### config.mk
export PLATFORM = sky130hd
export DESIGN_NAME = r_release_sequencer_flat
export DESIGN_NICKNAME = d
export VERILOG_FILES = /design/src/rtl/rob_pkg.sv /design/src/rtl/r_if.sv /design/src/rtl/rrs_order_fifo.sv /design/src/rtl/r_release_sequencer.sv /design/src/flat_wrapper.sv
export SDC_FILE = /design/constraint.sdc
export NUM_CORES = 1
export LEC_CHECK = 0
export BUFFER_PORTS_ARGS = -buffer_cell sky130_fd_sc_hd__buf_2
export CORE_ASPECT_RATIO = 1.25
export CORE_MARGIN = 4
export CORE_UTILIZATION = 53
export DETAILED_ROUTE_END_ITERATION = 12
export PLACE_DENSITY = 0.8
export SLEW_MARGIN = 40
export SYNTH_ARGS = -nofsm -noshare
export SYNTH_HDL_FRONTEND = slang
export SYNTH_SLANG_ARGS = --single-unit
### constraint.sdc
create_clock -name clk -period 3.66 [get_ports clk]
set_clock_uncertainty 0.05 [all_clocks]
set_input_delay 0.366 -clock clk [delete_from_list [all_inputs] [get_ports clk]]
set_output_delay 0.366 -clock clk [all_outputs]
set_load 0.01 [all_outputs]
### src/rtl/rob_pkg.sv
// Shared types for the read-reorder path: UID / original-ID types, order FIFO entry,
// and the release-sequencer FSM state encoding.
package rob_pkg;
  localparam int ID_WIDTH      = 4;
  localparam int ORIG_ID_WIDTH = 4;

  typedef logic [ID_WIDTH-1:0]      uid_t;
  typedef logic [ORIG_ID_WIDTH-1:0] orig_id_t;

  typedef struct packed {
    uid_t     uid;
    orig_id_t orig_id;
  } order_entry_t;

  typedef enum logic [1:0] {
    IDLE    = 2'd0,
    STREAM  = 2'd1,
    RELEASE = 2'd2
  } rrs_state_e;
endpackage

### src/rtl/r_if.sv
// AXI-style R channel bundle: sender drives payload/valid, receiver drives ready.
interface r_if #(
  parameter int ID_W   = 4,
  parameter int DATA_W = 64,
  parameter int RESP_W = 2
);
  logic              valid;
  logic              ready;
  logic [ID_W-1:0]   id;
  logic [DATA_W-1:0] data;
  logic [RESP_W-1:0] resp;
  logic              last;

  modport sender   (output valid, id, data, resp, last, input ready);
  modport receiver (input valid, id, data, resp, last, output ready);
endinterface

### src/rtl/rrs_order_fifo.sv
// Synchronous FIFO of order entries keeping AR issue order; push is dropped when full,
// pop is dropped when empty.
module rrs_order_fifo
  import rob_pkg::*;
#(
  parameter int DEPTH = 16
) (
  input  logic                       clk,
  input  logic                       rst_n,
  input  logic                       push_i,
  input  order_entry_t               wdata_i,
  input  logic                       pop_i,
  output order_entry_t               rdata_o,
  output logic                       full_o,
  output logic                       empty_o,
  output logic [$clog2(DEPTH+1)-1:0] count_o
);
  localparam int PTR_W = (DEPTH > 1) ? $clog2(DEPTH) : 1;
  localparam int CNT_W = $clog2(DEPTH+1);

  order_entry_t     mem_q [DEPTH];
  logic [PTR_W-1:0] wr_ptr_q, rd_ptr_q;
  logic [CNT_W-1:0] cnt_q;
  logic             do_push, do_pop;

  function automatic logic [PTR_W-1:0] ptr_inc(input logic [PTR_W-1:0] p);
    return (p == PTR_W'(DEPTH-1)) ? '0 : p + 1'b1;
  endfunction

  assign do_push = push_i & ~full_o;
  assign do_pop  = pop_i & ~empty_o;

  always_ff @(posedge clk or negedge rst_n) begin
    if (!rst_n) begin
      wr_ptr_q <= '0;
      rd_ptr_q <= '0;
      cnt_q    <= '0;
    end else begin
      if (do_push) wr_ptr_q <= ptr_inc(wr_ptr_q);
      if (do_pop)  rd_ptr_q <= ptr_inc(rd_ptr_q);
      case ({do_push, do_pop})
        2'b10:   cnt_q <= cnt_q + 1'b1;
        2'b01:   cnt_q <= cnt_q - 1'b1;
        default: cnt_q <= cnt_q;
      endcase
    end
  end

  always_ff @(posedge clk) begin
    if (do_push) mem_q[wr_ptr_q] <= wdata_i;
  end

  assign rdata_o = mem_q[rd_ptr_q];
  assign full_o  = (cnt_q == CNT_W'(DEPTH));
  assign empty_o = (cnt_q == '0);
  assign count_o = cnt_q;
endmodule

### src/rtl/r_release_sequencer.sv
// Drains per-UID read bursts from the response memory in AR issue order, restores the
// master's ARID and returns each UID after its last beat. Optional watchdog: RRS_TIMEOUT_EN.
module r_release_sequencer
  import rob_pkg::*;
#(
  parameter int NUM_UIDS      = 16,
  parameter int MAX_BEATS     = 8,
  parameter int ID_WIDTH      = 4,
  parameter int ORIG_ID_WIDTH = 4,
  parameter int DATA_WIDTH    = 64,
  parameter int RESP_WIDTH    = 2
`ifdef RRS_TIMEOUT_EN
  , parameter int TIMEOUT_CYCLES = 1024
`endif
) (
  input  logic                     clk,
  input  logic                     rst_n,
  input  logic                     alloc_valid,
  output logic                     alloc_ready,
  input  logic [ID_WIDTH-1:0]      alloc_uid,
  input  logic [ORIG_ID_WIDTH-1:0] alloc_orig_id,
  output logic                     free_req,
  output logic [ID_WIDTH-1:0]      uid_to_free,
  input  logic                     free_ack,
  r_if.receiver                    rm_in,
  r_if.sender                      r_out,
  output logic                     uid_release_valid,
  output logic [ID_WIDTH-1:0]      uid_release,
  output logic                     proto_err
`ifdef RRS_TIMEOUT_EN
  , output logic                   timeout_err
`endif
);
  localparam int BC_W  = $clog2(MAX_BEATS+1);
  localparam int CNT_W = $clog2(NUM_UIDS+1);

  rrs_state_e       state_q, state_d;
  logic [BC_W-1:0]  beat_cnt_q, beat_cnt_d;
  logic             proto_err_q, proto_err_d;
  order_entry_t     head, push_entry;
  logic             fifo_full, fifo_empty, fifo_pop, push;
  logic [CNT_W-1:0] fifo_count;
  logic             hs, force_last, out_last, id_err, len_err;

  assign push       = alloc_valid & alloc_ready;
  assign push_entry = '{uid: uid_t'(alloc_uid), orig_id: orig_id_t'(alloc_orig_id)};

  rrs_order_fifo #(.DEPTH(NUM_UIDS)) u_order_fifo (
    .clk     (clk),
    .rst_n   (rst_n),
    .push_i  (push),
    .wdata_i (push_entry),
    .pop_i   (fifo_pop),
    .rdata_o (head),
    .full_o  (fifo_full),
    .empty_o (fifo_empty),
    .count_o (fifo_count)
  );

  // Registered count only: a pop in the same cycle does not open a slot for a push.
  assign alloc_ready = ~fifo_full;

  assign hs         = (state_q == STREAM) & rm_in.valid & free_ack & r_out.ready;
  assign force_last = (beat_cnt_q == BC_W'(MAX_BEATS-1));
  assign out_last   = rm_in.last | force_last;
  assign id_err     = (state_q == STREAM) & rm_in.valid & (rm_in.id != ID_WIDTH'(head.uid));
  assign len_err    = hs & force_last & ~rm_in.last;

  always_ff @(posedge clk or negedge rst_n) begin
    if (!rst_n) begin
      state_q     <= IDLE;
      beat_cnt_q  <= '0;
      proto_err_q <= 1'b0;
    end else begin
      state_q     <= state_d;
      beat_cnt_q  <= beat_cnt_d;
      proto_err_q <= proto_err_d;
    end
  end

  always_comb begin
    state_d     = state_q;
    beat_cnt_d  = beat_cnt_q;
    proto_err_d = proto_err_q | id_err | len_err;
    case (state_q)
      IDLE:    if (!fifo_empty) state_d = STREAM;
      STREAM: begin
        if (hs) begin
          if (out_last) begin
            state_d    = RELEASE;
            beat_cnt_d = '0;
          end else begin
            beat_cnt_d = beat_cnt_q + 1'b1;
          end
        end
      end
      // A push landing alongside the pop still counts as a remaining entry.
      RELEASE: state_d = ((fifo_count > CNT_W'(1)) || push) ? STREAM : IDLE;
      default: state_d = IDLE;
    endcase
  end

  always_comb begin
    free_req          = 1'b0;
    uid_to_free       = '0;
    rm_in.ready       = 1'b0;
    r_out.valid       = 1'b0;
    r_out.id          = '0;
    r_out.data        = '0;
    r_out.resp        = '0;
    r_out.last        = 1'b0;
    uid_release_valid = 1'b0;
    uid_release       = '0;
    fifo_pop          = 1'b0;
    case (state_q)
      STREAM: begin
        free_req    = 1'b1;
        uid_to_free = ID_WIDTH'(head.uid);
        rm_in.ready = r_out.ready;
        r_out.valid = rm_in.valid & free_ack;
        r_out.id    = ORIG_ID_WIDTH'(head.orig_id);
        r_out.data  = DATA_WIDTH'(rm_in.data);
        r_out.resp  = RESP_WIDTH'(rm_in.resp);
        r_out.last  = out_last;
      end
      RELEASE: begin
        uid_release_valid = 1'b1;
        uid_release       = ID_WIDTH'(head.uid);
        fifo_pop          = 1'b1;
      end
      default: ;
    endcase
  end

  assign proto_err = proto_err_q;

`ifdef RRS_TIMEOUT_EN
  localparam int WD_W = $clog2(TIMEOUT_CYCLES+1);
  logic [WD_W-1:0] wd_q, wd_d;
  logic            to_err_q;

  always_comb begin
    wd_d = wd_q;
    if (state_q != STREAM || hs)               wd_d = '0;
    else if (wd_q != WD_W'(TIMEOUT_CYCLES))    wd_d = wd_q + 1'b1;
  end

  always_ff @(posedge clk or negedge rst_n) begin
    if (!rst_n) begin
      wd_q     <= '0;
      to_err_q <= 1'b0;
    end else begin
      wd_q     <= wd_d;
      to_err_q <= to_err_q | (wd_d == WD_W'(TIMEOUT_CYCLES));
    end
  end

  assign timeout_err = to_err_q;
`endif
endmodule
### src/flat_wrapper.sv
// flat-port wrapper written by rule: the top's interface ports become plain ports
module r_release_sequencer_flat import rob_pkg::*;
#(
  parameter int NUM_UIDS      = 16,
  parameter int MAX_BEATS     = 8,
  parameter int ID_WIDTH      = 4,
  parameter int ORIG_ID_WIDTH = 4,
  parameter int DATA_WIDTH    = 64,
  parameter int RESP_WIDTH    = 2

)
  (clk, rst_n, alloc_valid, alloc_ready, alloc_uid, alloc_orig_id, free_req, uid_to_free, free_ack, uid_release_valid, uid_release, proto_err, rm_in_valid, rm_in_id, rm_in_data, rm_in_resp, rm_in_last, rm_in_ready, r_out_valid, r_out_id, r_out_data, r_out_resp, r_out_last, r_out_ready);
  r_if rm_in_i ();
  r_if r_out_i ();
  input  logic clk;
  input  logic rst_n;
  input  logic alloc_valid;
  output logic alloc_ready;
  input  logic [ID_WIDTH-1:0] alloc_uid;
  input  logic [ORIG_ID_WIDTH-1:0] alloc_orig_id;
  output logic free_req;
  output logic [ID_WIDTH-1:0] uid_to_free;
  input  logic free_ack;
  output logic uid_release_valid;
  output logic [ID_WIDTH-1:0] uid_release;
  output logic proto_err;
  input wire logic [$bits(rm_in_i.valid)-1:0] rm_in_valid;
  input wire logic [$bits(rm_in_i.id)-1:0] rm_in_id;
  input wire logic [$bits(rm_in_i.data)-1:0] rm_in_data;
  input wire logic [$bits(rm_in_i.resp)-1:0] rm_in_resp;
  input wire logic [$bits(rm_in_i.last)-1:0] rm_in_last;
  output wire logic [$bits(rm_in_i.ready)-1:0] rm_in_ready;
  output wire logic [$bits(r_out_i.valid)-1:0] r_out_valid;
  output wire logic [$bits(r_out_i.id)-1:0] r_out_id;
  output wire logic [$bits(r_out_i.data)-1:0] r_out_data;
  output wire logic [$bits(r_out_i.resp)-1:0] r_out_resp;
  output wire logic [$bits(r_out_i.last)-1:0] r_out_last;
  input wire logic [$bits(r_out_i.ready)-1:0] r_out_ready;
  assign rm_in_i.valid = rm_in_valid;
  assign rm_in_i.id = rm_in_id;
  assign rm_in_i.data = rm_in_data;
  assign rm_in_i.resp = rm_in_resp;
  assign rm_in_i.last = rm_in_last;
  assign rm_in_ready = rm_in_i.ready;
  assign r_out_valid = r_out_i.valid;
  assign r_out_id = r_out_i.id;
  assign r_out_data = r_out_i.data;
  assign r_out_resp = r_out_i.resp;
  assign r_out_last = r_out_i.last;
  assign r_out_i.ready = r_out_ready;
  r_release_sequencer #(.NUM_UIDS(NUM_UIDS), .MAX_BEATS(MAX_BEATS), .ID_WIDTH(ID_WIDTH), .ORIG_ID_WIDTH(ORIG_ID_WIDTH), .DATA_WIDTH(DATA_WIDTH), .RESP_WIDTH(RESP_WIDTH)) u_core (.clk(clk), .rst_n(rst_n), .alloc_valid(alloc_valid), .alloc_ready(alloc_ready), .alloc_uid(alloc_uid), .alloc_orig_id(alloc_orig_id), .free_req(free_req), .uid_to_free(uid_to_free), .free_ack(free_ack), .rm_in(rm_in_i), .r_out(r_out_i), .uid_release_valid(uid_release_valid), .uid_release(uid_release), .proto_err(proto_err));
endmodule
Word level (Yosys, flattened, before mapping)
Memories as Yosys holds them, arrays and structs flattened.
Index checks and enable logic that the tools add are counted.
Widths: inputs -> output; s select.
{ "word_totals": {"inputBits": 85, "memories": 1, "elab_cells": 68, "regBits": 20, "ramBits": 128} }
{ "memory_table": {"columns": ["memory", "depth", "word_bits", "read_ports", "rd_ports_with_merged_regs", "wr", "line", "source"], "rows": [
  ["u_core.u_order_fifo.mem_q", 16, 8, 1, 0, 1, "rrs_order_fifo.sv:21", "order_entry_t mem_q [DEPTH];"]
]} }
{ "classes": {"n_reduce_logical": 6, "n_mux": 21, "order_cmp": 1, "add_sub_neg": 5, "n_eq_ne": 12, "n_bitwise": 16} }
{ "op_table": {"columns": ["op", "count"], "rows": [
  ["$mux 64", 1],
  ["$mux 4", 6],
  ["$add 4x1->4 const B", 3],
  ["$and 1x1->1", 10],
  ["$pmux 5 s2", 1],
  ["$eq 4x4->1 const B", 2],
  ["$mux 1", 8],
  ["$mux 2", 4],
  ["$pmux 2 s3", 1],
  ["$add 5x1->5 const B", 1],
  ["$eq 5x5->1 const B", 1],
  ["$gt 5x1->1 const B", 1],
  ["$logic_not 5->1", 1],
  ["$sub 5x1->5 const B", 1],
  ["$eq 2x1->1 const B", 2],
  ["$eq 2x2->1 const B", 2],
  ["$eq 4x3->1 const B", 1],
  ["$ne 2x1->1 const B", 2],
  ["$ne 4x4->1", 1],
  ["$not 1->1", 3],
  ["$or 1x1->1", 3],
  ["$reduce_and 3->1", 1],
  ["$logic_not 2->1", 1],
  ["$ne 2x2->1 const B", 1],
  ["3 further kinds", 3]
]} }

Logic depth before layout (Yosys ltp)
Gate-level depths: netlist of the first run.
{ "logic_depth": {"word_depth": 7, "mapped_depth": 9, "depth_no_buf": 9} }

Modules after synthesis
A second synthesis of the first run with hierarchy kept.
{ "unflattened": {"cells_unflattened": 445, "area_unflattened_um2": 6727.7} }
{ "modules_own_cells": {"columns": ["module", "seq_area_each_um2", "cells_each", "area_per_inst_um2", "instances"], "rows": [
  ["rrs_order_fifo", 4169.0, 311, 5760.5, 1],
  ["r_release_sequencer", 175.2, 134, 967.2, 1]
]} }

Worst setup path after synthesis of the first run
No wires, ideal clock.
{ "synth_path": {"path_kind": "flip-flop to flip-flop", "start": "register u_core.u_order_fifo.cnt_q[0], in the netlist u_core.u_order_fifo.count_o[0]", "end": "memory u_core.u_order_fifo.mem_q[3][0] (netlist bit) (enable)", "arrival_time_ps": 2123, "path_stages_with_launch": 6, "setup_time_ps": 395, "t_required_ps": 3215, "path_buffers": 0, "path_slack_ps": 1093, "period_less_slack_ps": 2567, "cell_sequence": "dfrtp_1 > inv_1 > ha_1 > a31oi_1 > inv_1 > nor4_1"} }
{ "synth_between": {"elab_chain_cells": 6} }
{ "synth_rtl": {"columns": ["element", "line", "source"], "rows": [
  ["start, declared", "rrs_order_fifo.sv:23", "logic [CNT_W-1:0] cnt_q;"],
  ["start signal, assigned", "rrs_order_fifo.sv:42", "2'b10: cnt_q <= cnt_q + 1'b1;"],
  ["start signal, assigned", "rrs_order_fifo.sv:43", "2'b01: cnt_q <= cnt_q - 1'b1;"],
  ["start signal, assigned", "rrs_order_fifo.sv:44", "default: cnt_q <= cnt_q;"],
  ["$eq 5x5->1 *", "rrs_order_fifo.sv:54", "assign full_o = (cnt_q == CNT_W'(DEPTH));"],
  ["$not 1->1 *", "rrs_order_fifo.sv:30, r_release_sequencer.sv:61", null],
  ["$and 1x1->1", "r_release_sequencer.sv:45", "assign push = alloc_valid & alloc_ready;"],
  ["$and 1x1->1 *", "rrs_order_fifo.sv:30", "assign do_push = push_i & ~full_o;"],
  ["$mux 1 *", "rrs_order_fifo.sv:50", "if (do_push) mem_q[wr_ptr_q] <= wdata_i;"],
  ["$mux 1 (not written as such) *", "rrs_order_fifo.sv:50", null],
  ["end, declared", "rrs_order_fifo.sv:21", null]
]} }
Every way passes the cells marked *; elsewhere a longest branch is shown, timed or not.

Final worst setup path of the first run
{ "layout_path": {"start": "register u_core.u_order_fifo.rd_ptr_q[0]", "end": "output r_out_id[1]"} }
{ "layout_between": {"elab_chain_cells": 2} }
{ "layout_rtl": {"columns": ["element", "line", "source"], "rows": [
  ["start, declared", "rrs_order_fifo.sv:22", "logic [PTR_W-1:0] wr_ptr_q, rd_ptr_q;"],
  ["start signal, assigned", "rrs_order_fifo.sv:40", "if (do_pop) rd_ptr_q <= ptr_inc(rd_ptr_q);"],
  ["$mem_v2 16x8", null, null],
  ["$mux 4", "r_release_sequencer.sv:115", "case (state_q)"],
  ["end, declared", "flat_wrapper.sv:34", "output wire logic [$bits(r_out_i.id)-1:0] r_out_id;"]
]} }
No other way between the ends.

==> metrics.md, run 1 <==
| Metric | Value |
|---|---|
| Outcome | `finished, final reports clean` |
| Final Hold Fails | `0` |
| Final Routed Wirelength | `19.3 mm` |
| Die Wd | `109 um` |
| Die Y | `135 um` |
| Max-slew violation count | `0` |
| Met2 Use GR | `0.463` |
| Initial antenna violation count | `1` |
| Via Count | `roughly 4700` |
| Setup violators final | `0` |
| Largest net degree at the start of global routing | `66` |
| IO Port Bufs | `169` |
| Met3 Use GR | `0.0880` |
| Cell taking the most area after synthesis | `edfxtp_1` |
| Max cap viols | `0` |
| Top cells by area, synth | `edfxtp_1, mux4_2, dfrtp_1, and2_1, mux4_1` |
| Clk root buf | `clkbuf_16` |
| Routed WL per cell | `about 24 um` |
| Setup slack, reg-to-reg | `around 0.66 ns` |
| Sink Count | `around 150` |
| Setup tns final | `0 ns` |
| Peak VDD IR | `0.337 mV` |
| Post-Syn Area | `6810 um^2` |
| Pleak | `3.26 nW` |
| RSZ-0062 raised after global routing | `false` |
| Post-synthesis sequential area ratio | `0.638` |
| Setup Buffers After CTS | `0` |
| Netlist cell types | `46` |
| Worst Setup End Kind | `primary output` |
| First-pass GRT wire length | `about 28 mm` |
| # DRC | `0` |
| Fin crit share | `0.876` |
| Synth Instances | `450` |
| Core ar. | `12700 um^2` |
| Via-to-Cell Ratio | `approximately 5.8` |
| Crit Path Category | `flip-flop to primary output` |
| GRT busiest layer | `met2` |
| GR Util All Layers | `0.268` |
| Overflow left after global routing | `0` |
| Yosys top cell area share | `0.564` |
| Hold WC Path Type | `input pin to flip-flop` |
| Most used DFF post-synth | `edfxtp_1` |
| Fmax | `312 MHz` |
| Share of layout cells above drive strength 1 | `0.395` |
| Mapped Avg Cell Area | `15.1 um^2` |
| Crit path required time | `around 3.2 ns` |
| Detail Route Antenna Nets | `0` |
| CTS max path bufs | `2` |
| Met1 GRT Util | `0.304` |
| Die area | `between 10000 and 15000 um^2` |
| Worst skew pair latency | `a little over 0.4 ns` |
| Gpl congestion | `between 0.8 and 0.9` |
| Worst-Margin Slew | `0.661 ns` |
| Post-synth EDFFs | `128` |
| Dpl hpwl | `~14 mm` |
| Cell Rows | `46` |
| # H-tree levels | `4` |
| Post-synth ARST share | `0.135` |
| Crit path time final | `between 3 and 4 ns` |
| PwrDens | `582 nW/um^2` |
| Clock-pin transition on the worst setup and hold timing paths | `0.06 ns` |
| CTS tree | `built` |
| Slew margin rel. | `0.559` |
| Starting Density | `0.538` |
| # resized after CTS | `0` |
| Final core occ | `0.665` |
| Startpoint Class | `flip-flop` |
| Top-count cell post-synth | `edfxtp_1` |
| Vias in the first global route | `4637` |
| Yosys reg bits | `148` |
| CTS buffer count | `17` |
| First-pass detailed-route iteration total | `5` |
| Syn-to-layout area delta | `23.6%` |
| Synth warnings | `0` |
| Net count, final | `726` |
| Crit path max fanout | `17` |
| Arr. time, crit path | `2.79 ns` |
| I/O pins | `170` |
| Iteration-0 DRC Markers | `588` |
| Syn Nets | `546` |
| Synth top cells by count | `edfxtp_1, and2_1, mux4_2` |
-- sequential cells by signal, indices dropped and copies added, names as in the netlist --
name / cells
u_core.u_order_fifo.rd_ptr_q: 4
u_core.u_order_fifo.count_o: 5
u_core.beat_cnt_q: 4
u_core.u_order_fifo.mem_q: 128
u_core.u_order_fifo.wr_ptr_q: 4
u_core.state_q: 2
u_core.proto_err: 1
-- metal layers --
layer | wire (um) | share of wire
met1 | 6510 | 0.34
met2 | 9940 | 0.51
met3 | 2230 | 0.12
met4 | 649 | 0.034
met5 | 0 | 0
-- where the power goes --
group / internal [mW] / switching [mW]
Combinational: 0.515 / 0.612
Sequential: 2.03 / 0.165
Clock: 0.881 / 0.705
-- critical path, cell delays in order (launching register included) --
cell and delay (ns):
dfrtp_2 0.66, buf_4 0.35, mux4_2 0.53, mux4_2 0.50, and2_1 0.18, buf_2 0.14
-- layout make-up --
class / count / area [um^2]
sequential: 148 / 4350
fill: 880 / 4240
multi-input combinational: 263 / 2290
timing repair buffer: 185 / 968
clock buffer: 17 / 425
tap: 168 / 210
clock inverter: 15 / 123
inverter: 15 / 56.3
antenna: 1 / 2.50
-- layout by cell type, fill, tap and decap left out, drive strengths merged, types with 15 or more instances in the layout --
master / count
edfxtp: 128
dfrtp: 20
inv: 21
clkbuf: 17
mux4: 36
and2: 75
nor2: 24
nand2: 23
o21ai: 15
buf: 184
-- kinds of logic after synthesis --
kind of cell | after synthesis | share of synthesized area
AND/OR/NAND/NOR | 160 | 0.128
flip-flops | 148 | 0.638
multiplexers | 46 | 0.140
buffers and inverters | 39 | 0.0274
AO/OA/AOI/OAI | 35 | 0.0323
XOR/XNOR | 11 | 0.0141
adder cells (fa/ha/maj) | 11 | 0.0202
-- final timing paths --
kind	from	endpoint	depth (start not counted)
worst max-delay path	u_core.u_order_fifo.rd_ptr_q[0]	r_out_id[1]	5
worst min-delay path	r_out_ready	u_core.beat_cnt_q[1]	3
worst max register to register	u_core.u_order_fifo.count_o[0]	u_core.u_order_fifo.mem_q[9][3]	6
worst min register to register	u_core.beat_cnt_q[3]	u_core.beat_cnt_q[3]	1
max in group asynchronous	rst_n	u_core.u_order_fifo.rd_ptr_q[0]	2
min in group asynchronous	rst_n	u_core.u_order_fifo.wr_ptr_q[1]	2
-- metrics by stage --
stage / cells / power [mW] / instance area (um^2) / setup slack [ns] / hold slack [ns]
finish: 812 / 4.90 / 8420 / 0.454 / 0.220
floorplan: 450 / 2.92 / 6810 / 1.09 / 0.0204
detailed placement: 778 / 3.33 / 7860 / 0.828 / 0.282
global route: 812 / 5.12 / 8420 / 0.339 / 0.230
CTS: 811 / 4.92 / 8420 / 0.421 / 0.212
global placement: 778 / 3.27 / 7850 / 0.933 / 0.279
-- timing repair --
item | 4_1_cts | 5_1_grt
endpoints found under the hold margin | 20 | 0
endpoints found under the setup margin | 0 | 0
hold buffers | 1 | 0
Note: power is estimated with default switching activity, not from simulation.
==> run 2: changes to the inputs <==
==> constraint.sdc (replaced) <==
create_clock -name clk -period 3.4 [get_ports clk]
set_clock_uncertainty 0.05 [all_clocks]
set_input_delay 0.34 -clock clk [delete_from_list [all_inputs] [get_ports clk]]
set_output_delay 0.34 -clock clk [all_outputs]
set_load 0.01 [all_outputs]
==> run 2 against run 1 <==
Die area did not move. Critical path depth rose by 3. Global-route usage rose by 1.2 points. Total power rose by 17%. Combinational power rose by 13%. Sequential power rose by 7%. Via count rose by 2.7%. Largest cell class unchanged.
==> metrics.md, run 2 (synthesis gave the netlist of run 1 again) <==
| Metric | Value |
|---|---|
| Switching share of power | `0.278 (-0.0239)` |
| Worst R2R Path Depth | `6 (unchanged)` |
| CP delay by family, top | `flip-flops` |
| Max cap viols | `0 (unchanged)` |
| Place WS | `0.593 ns (-0.235 ns)` |
| Met2 WL | `10.6 mm (+6.5%)` |
| Detail Route Antenna Nets | `0 (unchanged)` |
| Worst setup margin | `0.373 ns (-0.0813 ns)` |
| # H-tree levels | `4 (unchanged)` |
| Vias in the first global route | `4602 (-0.75%)` |
| Crit path required time | `3.01 ns (-0.23 ns)` |
| Pleak | `3.35 nW (+2.6%)` |
| Commonest non-fill, non-tap cell in the layout | `buf_2` |
| CTS tree | `built` |
| IO Port Bufs | `169 (unchanged)` |
| Crit path max fanout | `18 (+1)` |
| Clock-pin transition on the worst setup and hold timing paths | `0.06 ns (about the same)` |
| P_int | `4.13 mW (+21%)` |
| Worst r2r src | `u_core.u_order_fifo.count_o[0]` |
| Buf/Inv on CP | `3 (+1)` |
| Slew margin rel. | `0.480 (-0.0788)` |
| Highest-count cells in the layout ignoring fill and taps | `buf_2, edfxtp_1, and2_1, mux4_2, nor2_1` |
| Syn-to-layout area delta | `25.8%` |
| Arr. time, crit path | `2.64 ns (-0.15 ns)` |
| Worst skew pair latency | `0.42 ns (about the same)` |
| WL met1 | `6.88 mm (+5.7%)` |
| PwrDens | `668 nW/um^2 (+15%)` |
| Gpl congestion | `1.02 (+17%)` |
| Fin crit share | `0.890` |
| CTS max path bufs | `2 (unchanged)` |
| Sink Count | `148 (unchanged)` |
| Final Routed Wirelength | `20.3 mm (+5.2%)` |
| I/O pins | `170 (unchanged)` |
| Net count, final | `730 (+0.55%)` |
| Core ar. | `12700 um^2 (unchanged)` |
| Outcome | `finished, final reports clean` |
| Max reg flops | `128 (unchanged)` |
| Endpoint, Worst Hold | `u_core.beat_cnt_q[1]` |
| Startpoint Class | `flip-flop` |
| Clk pwr share | `0.367 (+0.043)` |
| Die Y | `135 um (unchanged)` |
| Peak VDD IR | `0.508 mV (+51%)` |
| Setup tns final | `0 ns (unchanged)` |
| Worst Setup End Kind | `primary output` |
| Starting Density | `0.538 (unchanged)` |
| Via-to-Cell Ratio | `5.87 (+2.0%)` |
| GR Util All Layers | `0.280 (+0.0122)` |
| Clk root buf | `clkbuf_16` |
| Overflow left after global routing | `0 (unchanged)` |
| First-pass GRT wire length | `28.8 mm (+3.7%)` |
| Max Used Layer | `met4` |
| Cell Rows | `46 (unchanged)` |
| Initial antenna violation count | `3 (+2)` |
| Setup slack, reg-to-reg | `0.54 ns (-0.12 ns)` |
| HP Start | `r_out_ready` |
| Logic gate share of total power | `0.223 (-0.007)` |
| Hold Crit Depth | `3 (unchanged)` |
| Die area | `14700 um^2 (unchanged)` |
| Share of layout cells above drive strength 1 | `0.389 (-0.00553)` |
| RSZ-0062 raised after global routing | `false` |
| Crit Path Category | `flip-flop to primary output` |
| NetSw | `1.59 mW (+7.5%)` |
| Worst reg2reg endpoint | `u_core.u_order_fifo.mem_q[10][7]` |
| Iteration-0 DRC Markers | `789 (+34%)` |
| Die Wd | `109 um (unchanged)` |
| Final Hold Fails | `0 (unchanged)` |
| Setup violators final | `0 (unchanged)` |
| Crit-path most repeated cell | `nor2_1` |
| Filler instances | `857 (-2.6%)` |
| Top reg by flops | `u_core.u_order_fifo.mem_q` |
| CTS buffer count | `17 (unchanged)` |
| Slowest-stage cell, CP | `dfrtp_1` |
| Worst-Margin Slew | `0.779 ns (+0.118 ns)` |
| # resized after CTS | `0 (unchanged)` |
| Crit path time final | `3.03 ns` |
| # DRC | `0 (unchanged)` |
| CP peak stage delay | `0.84 ns (+0.18 ns)` |
| Via Count | `4798 (+2.7%)` |
| Largest net degree at the start of global routing | `74 (+12%)` |
| CP cell instances | `buf_4 -> buf_4 -> nor2_1 -> a22o_1 -> nor3_1 -> nor2_1 -> nor2_1 -> buf_2` |
| First-pass detailed-route iteration total | `8 (+3)` |
| Hold WC Path Type | `input pin to flip-flop` |
| Routed WL per cell | `24.9 um (+4.6%)` |
| Met3 wire len | `2.26 mm (+1.3%)` |
| Sequential share of power | `0.410 (-0.037)` |
| Fmax | `330 MHz` |
| Max-slew violation count | `0 (unchanged)` |
| Dpl hpwl | `14.3 mm (+0.18%)` |
run 2: area by class of cell:
cell class	instances	area, um^2	share of cell area
sequential	148	4350	0.507
multi-input combinational	263	2280	0.266
timing repair buffer	189	1010	0.118
clock buffer	19	433	0.0505
clock inverter	13	230	0.0269
tap	168	210	0.0245
inverter	15	56.3	0.00657
antenna	2	5.00	0.000584
run 2: power groups by stage:
| stage | clock (mW) | combinational, mW | sequential, mW |
|---|---|---|---|
| after global routing | 2.20 | 1.37 | 2.36 |
| after CTS | 2.11 | 1.27 | 2.34 |
| final | 2.10 | 1.28 | 2.35 |
| after detailed placement | 0 | 1.24 | 2.37 |
| after global placement | 0 | 1.20 | 2.35 |
| after floorplan | 0 | 0.856 | 2.29 |
run 2: worst min-delay path, cell delays in order:
cell	delay [ns]
buf_2	0.12
nand3_1	0.08
o21ai_0	0.07
run 2: repair_timing:
item                      4_1_cts  5_1_grt
hold buffers                    1        0
hold endpoints to repair       20        0
setup buffers                   0        0
run 2: worst max path at each step:
| stage | startpoint | end | depth (start not counted) |
|---|---|---|---|
| floorplan | u_core.u_order_fifo.count_o[0] | u_core.u_order_fifo.mem_q[3][0] | 5 |
| global placement | u_core.u_order_fifo.count_o[0] | u_core.u_order_fifo.mem_q[8][4] | 6 |
| detailed placement | u_core.u_order_fifo.count_o[0] | u_core.u_order_fifo.mem_q[10][3] | 6 |
| CTS | u_core.u_order_fifo.rd_ptr_q[1] | uid_release[3] | 7 |
| global route | u_core.u_order_fifo.rd_ptr_q[1] | uid_to_free[3] | 7 |
| finish | u_core.u_order_fifo.rd_ptr_q[1] | uid_release[3] | 8 |
run 2: through the flow:
stage / utilization / std cells / instance area (um^2) / hold slack [ns] / power (mW)
after floorplan: - / 450 / 6810 / -0.00559 / 3.15
after global placement: 0.624 / 782 / 7900 / 0.254 / 3.55
after detailed placement: 0.624 / 782 / 7900 / 0.269 / 3.61
after CTS: 0.677 / 815 / 8570 / 0.171 / 5.73
after global routing: 0.677 / 816 / 8570 / 0.196 / 5.94
final: 0.677 / 817 / 8570 / 0.185 / 5.72
run 2: per-layer routing:
| layer | vias to the layer above | global-route usage |
|---|---|---|
| met5 | - | 0 |
| li1 | 2059 | - |
| met2 | 360 | 0.481 |
| met4 | 0 | 0.105 |
| met3 | 45 | 0.0607 |
| met1 | 2334 | 0.345 |
==> run 3: changes to the inputs <==
--- a/config.mk
+++ b/config.mk
@@ -7,7 +7,7 @@
 export LEC_CHECK = 0
 export BUFFER_PORTS_ARGS = -buffer_cell sky130_fd_sc_hd__buf_2
 export CORE_ASPECT_RATIO = 1.25
-export CORE_MARGIN = 4
+export CORE_MARGIN = 1.5
 export CORE_UTILIZATION = 53
 export DETAILED_ROUTE_END_ITERATION = 12
 export PLACE_DENSITY = 0.8
==> run 3 against run 2 <==
Total power fell by 5.8%. Non-clock buffer count fell by 2. Clock power fell by 15%. Final cell count fell by 0.24%. Cell area fell by 1.3%. Highest routed layer unchanged. Fmax rose by 2.1%. Register-to-register slack got worse by 0.09 ns. Global-route usage rose by 1.9 points.
==> metrics.md, run 3 (synthesis gave the netlist of run 1 again) <==
| Metric | Value |
|---|---|
| # resized after CTS | `0 (unchanged)` |
| Worst R2R Path Depth | `6 (unchanged)` |
| CP delay by family, top | `simple AND/OR/NAND/NOR gates` |
| Peak VDD IR | `0.423 mV (-17%)` |
| Worst reg2reg endpoint | `u_core.u_order_fifo.mem_q[11][6]` |
| Cell Rows | `46 (unchanged)` |
| Slew margin rel. | `0.440 (-0.0404)` |
| Clk root buf | `clkbuf_16` |
| # DRC | `0 (unchanged)` |
| CTS buffer count | `17 (unchanged)` |
| Via Count | `4774 (-0.50%)` |
| Via-to-Cell Ratio | `5.86 (-0.26%)` |
| Iteration-0 DRC Markers | `635 (-20%)` |
| Overflow left after global routing | `0 (unchanged)` |
| Arr. time, crit path | `2.57 ns (-0.07 ns)` |
| # H-tree levels | `4 (unchanged)` |
| Starting Density | `0.541 (+0.00246)` |
| Commonest non-fill, non-tap cell in the layout | `buf_2` |
| Fin cells | `815 (-0.24%)` |
| Max reg flops | `128 (unchanged)` |
| Worst r2r src | `u_core.u_order_fifo.count_o[0]` |
| Setup tns final | `0 ns (unchanged)` |
| Startpoint Class | `flip-flop` |
| Crit path time final | `2.96 ns (-0.0630 ns)` |
| Fin crit share | `0.872 (-0.0185)` |
| Setup Buffers After CTS | `0 (unchanged)` |
| DP Cell Count | `780 (-0.26%)` |
| Hold WC Path Type | `input pin to flip-flop` |
| Worst Setup EP | `uid_release[3]` |
| CTS max path bufs | `2 (unchanged)` |
| Core ar. | `12600 um^2 (-0.45%)` |
| IO Port Bufs | `169 (unchanged)` |
| Slowest-stage cell, CP | `mux4_1` |
| RSZ-0062 raised after global routing | `false` |
| Highest-count cells in the layout ignoring fill and taps | `buf_2, edfxtp_1, and2_1, mux4_2, nor2_1` |
| Pleak | `3.29 nW (-1.6%)` |
| I/O pins | `170 (unchanged)` |
| PwrDens | `637 nW/um^2 (-4.6%)` |
| Largest net degree at the start of global routing | `74 (unchanged)` |
| First-pass GRT wire length | `28.2 mm (-1.8%)` |
| Final core occ | `0.671 (-0.00564)` |
| Outcome | `finished, final reports clean` |
| Gpl congestion | `0.930 (-8.5%)` |
| CTS tree | `built` |
| Die Y | `130 um (-3.7%)` |
| Initial antenna violation count | `4 (+1)` |
| Net count, final | `728 (-0.27%)` |
| GR Util All Layers | `0.298 (+0.0185)` |
| Hold Crit Depth | `3 (unchanged)` |
| CP cell instances | `buf_12 -> mux4_1 -> nor2b_1 -> nor3_1 -> nor2_1 -> nor2_1 -> buf_2` |
| Routed WL per cell | `24.2 um (-2.8%)` |
| Share of layout cells above drive strength 1 | `0.391 (+0.00121)` |
| Clock-pin transition on the worst setup and hold timing paths | `0.06 ns (about the same)` |
| Sink Count | `148 (unchanged)` |
| First-pass detailed-route iteration total | `7 (-1)` |
| Top reg by flops | `u_core.u_order_fifo.mem_q` |
| Dpl hpwl | `13.8 mm (-3.5%)` |
| Detail Route Antenna Nets | `0 (unchanged)` |
| Final Hold Fails | `0 (unchanged)` |
| Max-slew violation count | `0 (unchanged)` |
| Buf/Inv on CP | `2 (-1)` |
| Crit path required time | `3.01 ns (about the same)` |
| Vias in the first global route | `4589 (-0.28%)` |
| Crit Path Category | `flip-flop to primary output` |
| Worst Setup End Kind | `primary output` |
| Critical path depth in cells | `7 (-1)` |
| Syn-to-layout area delta | `24.2%` |
| Worst-Margin Slew | `0.840 ns (+0.0605 ns)` |
| Crit-path most repeated cell | `nor2_1` |
| Die Wd | `104 um (-4.6%)` |
| Fmax | `337 MHz (+2.1%)` |
| Setup slack, reg-to-reg | `0.45 ns (-0.09 ns)` |
| Worst skew pair latency | `0.42 ns (about the same)` |
| Crit path max fanout | `38 (+20)` |
| Critical Path Source | `u_core.u_order_fifo.rd_ptr_q[0]` |
| Hold Buf Count CTS | `1 (unchanged)` |
| Final Routed Wirelength | `19.7 mm (-3.0%)` |
| Die area | `13500 um^2 (-8.1%)` |
| CP peak stage delay | `0.65 ns (-0.19 ns)` |
| Setup violators final | `0 (unchanged)` |
| Max cap viols | `0 (unchanged)` |
## run 3: cell count changes in the layout (fill, tap and decap cells not counted), sizes merged
| cell | previous run | this run |
|---|---|---|
| buf | 188 | 186 |
| bufinv | 6 | 2 |
| clkbuf | 19 | 17 |
| clkinv | 4 | 10 |
| clkinvlp | 2 | 3 |
| inv | 16 | 15 |
## run 3: area by class of cell
cell class	instances	area (um^2)
Sequential cell	148	4350
Timing Repair Buffer	187	996
Antenna cell	2	5.00
Clock buffer	17	425
Tap cell	168	210
Inverter	15	56.3
Multi-Input combinational cell	263	2280
Clock inverter	15	141
Fill cell	859	4140
## run 3: where the power goes
part | switching (mW) | internal [mW]
logic | 0.706 | 0.563
registers | 0.153 | 2.18
clock network | 0.719 | 1.07
## run 3: worst min path at each step
| stage | start | to |
|---|---|---|
| floorplan | rst_n | u_core.beat_cnt_q[0] |
| global placement | rst_n | u_core.u_order_fifo.wr_ptr_q[0] |
| detailed placement | rst_n | u_core.u_order_fifo.count_o[2] |
| CTS | r_out_ready | u_core.beat_cnt_q[0] |
| global route | r_out_ready | u_core.beat_cnt_q[0] |
| finish | r_out_ready | u_core.beat_cnt_q[0] |
## run 3: tightest hold or removal path: stages
cell and delay, ns:
buf_2 0.13, nand3_1 0.08, o21ai_0 0.07
## run 3: metal layers
metal	part of all wire	vias to the layer above	track usage
met3	0.11	69	0.0894
li1	-	2052	-
met1	0.33	2314	0.334
met4	0.046	0	0.140
met2	0.52	339	0.528
met5	0	-	0
## run 3: metrics by stage
stage	hold WS [ns]	setup slack (ns)	area, um^2	power, mW
finish	0.187	0.436	8460	5.39
global route	0.217	0.314	8460	5.58
CTS	0.174	0.468	8460	5.38
detailed placement	0.275	0.595	7880	3.60
global placement	0.259	0.820	7880	3.53
floorplan	-0.00559	0.833	6810	3.15
